[config.mk]
export PLATFORM = sky130hd
export DESIGN_NAME = rom_backdoor_axi_bridge
export DESIGN_NICKNAME = d
export VERILOG_FILES = /design/src/rtl/rom_backdoor_bridge_pkg.sv /design/src/rtl/rom_backdoor_axi_bridge.sv
export SDC_FILE = /design/constraint.sdc
export NUM_CORES = 1
export LEC_CHECK = 0
export CAP_MARGIN = 20
export CORE_MARGIN = 8
export CORE_UTILIZATION = 35
export CTS_BUF_LIST = sky130_fd_sc_hd__clkbuf_8
export CTS_CLUSTER_SIZE = 28
export DETAILED_ROUTE_END_ITERATION = 6
export PLACE_DENSITY = 0.84
export SLEW_MARGIN = 15
export SYNTH_ARGS = -nofsm -noshare
export SYNTH_HDL_FRONTEND = slang
export SYNTH_SLANG_ARGS = --single-unit
[constraint.sdc]
create_clock -name rom_backdoor_clk -period 2.9 [get_ports rom_backdoor_clk]
set_input_delay 0.725 -clock rom_backdoor_clk [delete_from_list [all_inputs] [get_ports rom_backdoor_clk]]
set_output_delay 0.725 -clock rom_backdoor_clk [all_outputs]
set_load 0.1 [all_outputs]
[src/rtl/rom_backdoor_bridge_pkg.sv]
`default_nettype none
// ============================================================================
// Module      : rom_backdoor_bridge_pkg
// Description : Shared types and constants for the AXI4-Lite to ROM backdoor
//               bridge: FSM state encoding and AXI response codes.
// Revision    : 1.0 - initial release
// ============================================================================
package rom_backdoor_bridge_pkg;

  // Explicit 3-bit encoding so the state register width is fixed.
  typedef enum logic [2:0] {
    ST_IDLE  = 3'd0,
    ST_WR    = 3'd1,
    ST_BRESP = 3'd2,
    ST_RD    = 3'd3,
    ST_RCAP  = 3'd4,
    ST_RRESP = 3'd5
  } bridge_state_e;

  localparam logic [1:0] RESP_OKAY   = 2'b00;
  localparam logic [1:0] RESP_SLVERR = 2'b10;

endpackage
`default_nettype wire

[src/rtl/rom_backdoor_axi_bridge.sv]
`default_nettype none
// ============================================================================
// Module      : rom_backdoor_axi_bridge
// Description : AXI4-Lite slave that turns single-beat reads and writes into
//               one-cycle accesses on the ROM backdoor BRAM port. One
//               transaction is outstanding at a time; out-of-range addresses
//               are answered with SLVERR without touching the BRAM.
// Ports       : rom_backdoor_clk/rst  - clock, async active-high reset
//               S_AXI_ROM_*           - AXI4-Lite slave (AW, W, B, AR, R)
//               rom_backdoor_en/we/addr/din - registered BRAM port controls
//               rom_backdoor_dout     - BRAM read data, 1-cycle latency
// Revision    : 1.0 - initial release
// ============================================================================
module rom_backdoor_axi_bridge
  import rom_backdoor_bridge_pkg::*;
#(
  parameter int              ROM_ADDR_W = 17,
  parameter longint unsigned ROM_BYTES  = 64'd1 << ROM_ADDR_W
) (
  input  logic                  rom_backdoor_clk,
  input  logic                  rom_backdoor_rst,
  input  logic                  S_AXI_ROM_AWVALID,
  output logic                  S_AXI_ROM_AWREADY,
  input  logic [31:0]           S_AXI_ROM_AWADDR,
  input  logic                  S_AXI_ROM_WVALID,
  output logic                  S_AXI_ROM_WREADY,
  input  logic [31:0]           S_AXI_ROM_WDATA,
  input  logic [3:0]            S_AXI_ROM_WSTRB,
  output logic                  S_AXI_ROM_BVALID,
  input  logic                  S_AXI_ROM_BREADY,
  output logic [1:0]            S_AXI_ROM_BRESP,
  input  logic                  S_AXI_ROM_ARVALID,
  output logic                  S_AXI_ROM_ARREADY,
  input  logic [31:0]           S_AXI_ROM_ARADDR,
  output logic                  S_AXI_ROM_RVALID,
  input  logic                  S_AXI_ROM_RREADY,
  output logic [31:0]           S_AXI_ROM_RDATA,
  output logic [1:0]            S_AXI_ROM_RRESP,
  output logic                  rom_backdoor_en,
  output logic [3:0]            rom_backdoor_we,
  output logic [ROM_ADDR_W-1:0] rom_backdoor_addr,
  output logic [31:0]           rom_backdoor_din,
  input  logic [31:0]           rom_backdoor_dout
);

  bridge_state_e         state_q, state_d;
  logic                  en_q, en_d;
  logic [3:0]            we_q, we_d;
  logic [ROM_ADDR_W-1:0] addr_q, addr_d;
  logic [31:0]           din_q, din_d;
  logic                  bvalid_q, bvalid_d;
  logic [1:0]            bresp_q, bresp_d;
  logic                  rvalid_q, rvalid_d;
  logic [1:0]            rresp_q, rresp_d;
  logic [31:0]           rdata_q, rdata_d;

  logic wr_req;
  logic aw_in_range;
  logic ar_in_range;
  logic idle;

  assign wr_req      = S_AXI_ROM_AWVALID && S_AXI_ROM_WVALID;
  // Full-width compare: no wrap, so ROM_BYTES itself is out of range.
  assign aw_in_range = ({32'd0, S_AXI_ROM_AWADDR} < ROM_BYTES);
  assign ar_in_range = ({32'd0, S_AXI_ROM_ARADDR} < ROM_BYTES);
  assign idle        = (state_q == ST_IDLE);

  // Readies are gated by reset so every output is 0 while reset is held.
  assign S_AXI_ROM_AWREADY = !rom_backdoor_rst && idle && wr_req;
  assign S_AXI_ROM_WREADY  = !rom_backdoor_rst && idle && wr_req;
  assign S_AXI_ROM_ARREADY = !rom_backdoor_rst && idle && S_AXI_ROM_ARVALID && !wr_req;

  always_comb begin
    state_d  = state_q;
    en_d     = 1'b0;
    we_d     = 4'h0;
    addr_d   = addr_q;
    din_d    = din_q;
    bvalid_d = bvalid_q;
    bresp_d  = bresp_q;
    rvalid_d = rvalid_q;
    rresp_d  = rresp_q;
    rdata_d  = rdata_q;
    case (state_q)
      ST_IDLE: begin
        if (wr_req) begin
          if (aw_in_range) begin
            state_d = ST_WR;
            en_d    = 1'b1;
            we_d    = S_AXI_ROM_WSTRB;
            addr_d  = {S_AXI_ROM_AWADDR[ROM_ADDR_W-1:2], 2'b00};
            din_d   = S_AXI_ROM_WDATA;
          end else begin
            state_d  = ST_BRESP;
            bvalid_d = 1'b1;
            bresp_d  = RESP_SLVERR;
          end
        end else if (S_AXI_ROM_ARVALID) begin
          if (ar_in_range) begin
            state_d = ST_RD;
            en_d    = 1'b1;
            addr_d  = {S_AXI_ROM_ARADDR[ROM_ADDR_W-1:2], 2'b00};
          end else begin
            state_d  = ST_RRESP;
            rvalid_d = 1'b1;
            rresp_d  = RESP_SLVERR;
            rdata_d  = 32'h0;
          end
        end
      end
      ST_WR: begin
        state_d  = ST_BRESP;
        bvalid_d = 1'b1;
        bresp_d  = RESP_OKAY;
      end
      ST_BRESP: begin
        if (S_AXI_ROM_BREADY) begin
          state_d  = ST_IDLE;
          bvalid_d = 1'b0;
        end
      end
      ST_RD: begin
        // BRAM samples the address this cycle; data appears during RCAP.
        state_d = ST_RCAP;
      end
      ST_RCAP: begin
        state_d  = ST_RRESP;
        rvalid_d = 1'b1;
        rresp_d  = RESP_OKAY;
        rdata_d  = rom_backdoor_dout;
      end
      ST_RRESP: begin
        if (S_AXI_ROM_RREADY) begin
          state_d  = ST_IDLE;
          rvalid_d = 1'b0;
        end
      end
      default: state_d = ST_IDLE;
    endcase
  end

  always_ff @(posedge rom_backdoor_clk or posedge rom_backdoor_rst) begin
    if (rom_backdoor_rst) begin
      state_q  <= ST_IDLE;
      en_q     <= 1'b0;
      we_q     <= 4'h0;
      addr_q   <= '0;
      din_q    <= 32'h0;
      bvalid_q <= 1'b0;
      bresp_q  <= 2'b00;
      rvalid_q <= 1'b0;
      rresp_q  <= 2'b00;
      rdata_q  <= 32'h0;
    end else begin
      state_q  <= state_d;
      en_q     <= en_d;
      we_q     <= we_d;
      addr_q   <= addr_d;
      din_q    <= din_d;
      bvalid_q <= bvalid_d;
      bresp_q  <= bresp_d;
      rvalid_q <= rvalid_d;
      rresp_q  <= rresp_d;
      rdata_q  <= rdata_d;
    end
  end

  assign S_AXI_ROM_BVALID  = bvalid_q;
  assign S_AXI_ROM_BRESP   = bresp_q;
  assign S_AXI_ROM_RVALID  = rvalid_q;
  assign S_AXI_ROM_RRESP   = rresp_q;
  assign S_AXI_ROM_RDATA   = rdata_q;
  assign rom_backdoor_en   = en_q;
  assign rom_backdoor_we   = we_q;
  assign rom_backdoor_addr = addr_q;
  assign rom_backdoor_din  = din_q;

endmodule
`default_nettype wire

==> Yosys cells after proc, flatten, opt, wreduce, memory -nomap -nowiden <==
Cells that the tools add are included.
{ "totals": {"inputBits": 139, "reg_bits": 95, "output_inout_bits": 95, "elab_cells": 86} }
{ "op_classes": {"n_eq_ne": 14, "n_lt_le_gt_ge": 2, "muxes": 39, "n_reduce_logical": 21} }
{ "ops": {"columns": ["op", "n"], "rows": [
  ["$mux W32", 3],
  ["$mux W17", 4],
  ["$lt A32 B18 Y1 const B", 2],
  ["$pmux W32 S2", 1],
  ["$pmux W3 S6", 1],
  ["$mux W3", 5],
  ["$ne A2 B2 Y1 const B", 7],
  ["$mux W1", 12],
  ["$mux W2", 6],
  ["$mux W4", 3],
  ["$reduce_and A4 Y1", 3],
  ["$reduce_and A3 Y1", 3],
  ["$pmux W2 S2", 2],
  ["$reduce_bool A2 Y1", 4],
  ["$eq A3 B2 Y1 const B", 2],
  ["$eq A3 B3 Y1 const B", 2],
  ["$pmux W1 S3", 2],
  ["$reduce_bool A3 Y1", 2],
  ["$logic_and A1 B1 Y1", 5],
  ["$reduce_and A5 Y1", 1],
  ["$eq A3 B1 Y1 const B", 1],
  ["$logic_not A3 Y1", 1],
  ["$ne A3 B3 Y1 const B", 1],
  ["$logic_not A1 Y1", 2],
  ["$ne A2 B1 Y1 const B", 1]
]} }

==> Longest topological paths before layout <==
{ "logic_depth": {"word_depth": 5, "ltp_mapped": 8, "ltp_nobuf": 4} }

==> Worst setup path before layout <==
OpenSTA, ideal clock, no wires.
{ "synth_timing": {"path_kind": "register to output", "from": "register state_q[1]", "to": "output port S_AXI_ROM_WREADY", "setup_slack_ps": -2662, "n_path_buf": 5, "t_required_ps": 2175, "t_arrival_ps": 4837, "path_stages_with_launch": 8, "cell_sequence": "dfrtp_1 > buf_6 > or2_1 > clkbuf_1 > clkbuf_1 > clkbuf_1 > nor4_1 > buf_4"} }
{ "synth_between": {"elab_chain_cells": 3} }
{ "synth_lines": {"columns": ["item", "line_no", "text"], "rows": [
  ["from (decl)", "rom_backdoor_axi_bridge.sv:46", "bridge_state_e state_q, state_d;"],
  ["from (signal assigned)", "rom_backdoor_axi_bridge.sv:155", "state_q <= state_d;"],
  ["$logic_not A3 Y1", "rom_backdoor_axi_bridge.sv:66", "assign idle = (state_q == ST_IDLE);"],
  ["$logic_and A1 B1 Y1 (2 in series)", null, null],
  ["to (decl)", "rom_backdoor_axi_bridge.sv:26", "output logic S_AXI_ROM_WREADY,"]
]} }
No other way between the ends.

==> Final worst setup path <==
{ "layout_timing": {"from": "input port rom_backdoor_rst", "to": "output port S_AXI_ROM_WREADY"} }
{ "layout_between": {"elab_chain_cells": 3} }
{ "layout_lines": {"columns": ["item", "line_no", "text"], "rows": [
  ["from (decl)", "rom_backdoor_axi_bridge.sv:21", "input logic rom_backdoor_rst,"],
  ["$logic_not A1 Y1 (no source line)", null, null],
  ["$logic_and A1 B1 Y1 (2 in series)", "rom_backdoor_axi_bridge.sv:70", "assign S_AXI_ROM_WREADY = !rom_backdoor_rst && idle && wr_req;"]
]} }
No other way between the ends.

==> flow_metrics.tcl <==
set metrics [dict create \
    clockBufferDepth 2 \
    finalSetupViolations 0 \
    p_per_area_nw_per_um2 975 \
    path_clk_slew_ns 0.09 \
    nets 657 \
    slowest_delay_ns 0.54 \
    synthTopCellsByCount "dfrtp_1 (91), mux2_2 (52), a21o_1 (32), a22o_1 (32), clkbuf_1 (14)" \
    finalCritPeriodShare_pct 93.5 \
    wl_um 12600 \
    endpoint_kind "output pin" \
    finalWeightedCongestion 0.797 \
    ant_nets 0 \
    crit_family "buffers and inverters" \
    ys_ff_latch 91 \
    cts_sinks 91 \
    via_count 3294 \
    placed_cell_area_sq_um 6210 \
    r2r_cells 6 \
    status "completed" \
    rows 39 \
    r2r_setup_slack_ns 0.61 \
    ir_drop_v 0.000819 \
    cts_resized 0 \
    slew_violations 0 \
    avgRoutedWirePerCell_um 18.9 \
    cellLeakagePower_nw 3.20 \
    crit_required_ns 2.17 \
    synth_cell_type_count 35 \
    postCtsSetupBuffers 0 \
    die_h_um 123 \
    hp-start "rom_backdoor_addr[2]" \
    final_area_sq_um 6420 \
    rr_startpoint "state_q[1]" \
    n_fill_cell 957 \
    synthTopCellsByArea "dfrtp_1 (57%), mux2_2 (15%), a22o_1 (7.0%)" \
    drive_gt1_share_pct 33.3 \
    drt-pass1-iter-count 4 \
    drt_iter0_drc 67 \
    post-dp-hpwl_um 9960 \
    synth_top_area_share_pct 57.0 \
    io_pins 234 \
    clkLatencyLatePin_ns 0.35 \
    htreeDepth 3 \
    ys.flop_type "dfrtp_1" \
    total_power_mw 6.26 \
    vias_per_cell 4.95 \
    setup-tns-final_ns 0 \
    synth_area_per_cell_sq_um 13.4 \
    worst_setup_path_start_kind "input pin" \
    first_global_vias 3711 \
    crit_type "input pin to output pin" \
    drv_cap 0 \
    synth_edf_count 0 \
    hp-class "flop to flop" \
    slew_headroom_pct 59.5 \
    dieArea_sq_um 15100 \
    worstPathMaxFanout 3 \
    hold_buffers 0 \
    synth_cells 297 \
    netlist_area_sq_um 3990 \
    cts_buffers 9 \
    hold_end "rom_backdoor_addr[2]" \
    grt_pass1_wl_um 19200 \
    grt_overflow 0 \
    track_usage_pct 16.2 \
    synth_top_cell_by_area "dfrtp_1" \
    path_buf_inv 2 \
    core_sq_um 11300 \
    whs_ns 0.498 \
    rsz0062_at_grt "no" \
    crit_path_top_delay_cell "clkdlybuf4s50_1" \
    synth.most_common_cell "dfrtp_1" \
    yosysSeqAreaShare_pct 57.0 \
    antenna_found_initial 0 \
    syn_to_final_growth_pct 60.8 \
    holdPathStages 1 \
    worst_pin_slew_ns 0.608 \
    cts_tree "done" \
    fp.dieW_um 123 \
    start_util_pct 35.4 \
    crit_cells 3 \
    arrival_ns 1.99 \
    drc_errors 0 \
    insertedDiodeCount 0 \
    clock_skew_ns 0.00614 \
    hold_viol 0 \
    crit_path_cell_trace "clkdlybuf4s50_1 -> nor4_4 -> buf_12" \
    ys_warn_count 0 \
    max_freq_mhz 369 \
    grt_max_degree 49 \
    cts_root_buf "clkbuf_8" \
    async_flop_share_pct 100 \
    numPortBuffers 225 \
    reg2reg_to "S_AXI_ROM_RDATA[8]" \
    min_period_ns 2.71 \
]
routing by layer:
metal	routed length (um)	share of wire [%]	track usage, %	up-vias
li1	-	-	-	1533
met1	4550	36	16.8	1614
met2	6580	52	29.4	130
met3	1170	9.3	6.44	17
met4	272	2.2	5.33	0
met5	0	0	0	-
worst max-delay path by stage:
stage / end / slack (ns) / start
after floorplan: S_AXI_ROM_WREADY / -0.42 / state_q[1]
after global placement: rom_backdoor_addr[11] / 0.12 / S_AXI_ROM_AWADDR[27]
after detailed placement: rom_backdoor_din[25] / -0.02 / S_AXI_ROM_AWADDR[27]
after CTS: S_AXI_ROM_AWREADY / 0.18 / rom_backdoor_rst
after global routing: S_AXI_ROM_WREADY / 0.12 / rom_backdoor_rst
final: S_AXI_ROM_WREADY / 0.19 / rom_backdoor_rst
sequential cells by signal (all words and copies together), names as in the netlist:
signal / count
S_AXI_ROM_BRESP: 1
S_AXI_ROM_BVALID: 1
S_AXI_ROM_RDATA: 32
S_AXI_ROM_RRESP: 1
S_AXI_ROM_RVALID: 1
rom_backdoor_addr: 15
rom_backdoor_din: 32
rom_backdoor_en: 1
rom_backdoor_we: 4
state_q: 3
where the power goes:
group	switching [mW]	internal [mW]	leakage, nW
logic	2.52	1.03	1.89
clock network	0.478	0.432	0.103
registers	0.252	1.54	1.20
total	3.25	3.01	3.20
layout by cell type (no fill, tap or decap), types with 2 or more instances in the layout:
| cell | n |
|---|---|
| clkdlybuf4s50_1 | 134 |
| inv_1 | 3 |
| nand2_1 | 3 |
| clkbuf_8 | 10 |
| buf_12 | 5 |
| clkinv_4 | 2 |
| nor3_1 | 4 |
| buf_4 | 93 |
| mux2_1 | 10 |
| mux2_2 | 52 |
| nor4_1 | 6 |
| a22o_1 | 32 |
| conb_1 | 4 |
| a21o_1 | 32 |
| o21ai_0 | 3 |
| inv_6 | 2 |
| a21oi_1 | 7 |
| and2_1 | 5 |
| nor2_1 | 2 |
| nor4_4 | 2 |
| clkinvlp_4 | 2 |
| dfrtp_1 | 91 |
cell type report:
class | instances | area [sq um] | share of cell area (%)
timing repair buffer | 232 | 2140 | 33.3
tap | 143 | 179 | 2.79
sequential | 91 | 2280 | 35.5
clock buffer | 10 | 138 | 2.14
clock inverter | 6 | 72.6 | 1.13
multi-input combinational | 180 | 1590 | 24.8
inverter | 4 | 18.8 | 0.292
cells by family after synthesis:
family,share of synthesized area [%]
compound gates,16.5
mux,17.7
simple gates,4.48
flops,57.0
buf+inv,4.14
other cells,0.0939
metrics by stage:
stage	util [%]	worst slack, ns	cells
floorplan	-	-0.417	300
global placement	55.1	0.118	650
detailed placement	55.1	-0.0185	650
CTS	56.9	0.177	666
global route	56.9	0.121	666
finish	56.9	0.189	666
worst reg2reg max path: stages, from the launching register on:
cell and delay (ns):
dfrtp_1 0.51, or2_1 0.35, buf_4 0.29, nor2_2 0.44
buf_4 0.37, a22o_1 0.18, a21o_1 0.08
Note: power is estimated with default switching activity, not from simulation.
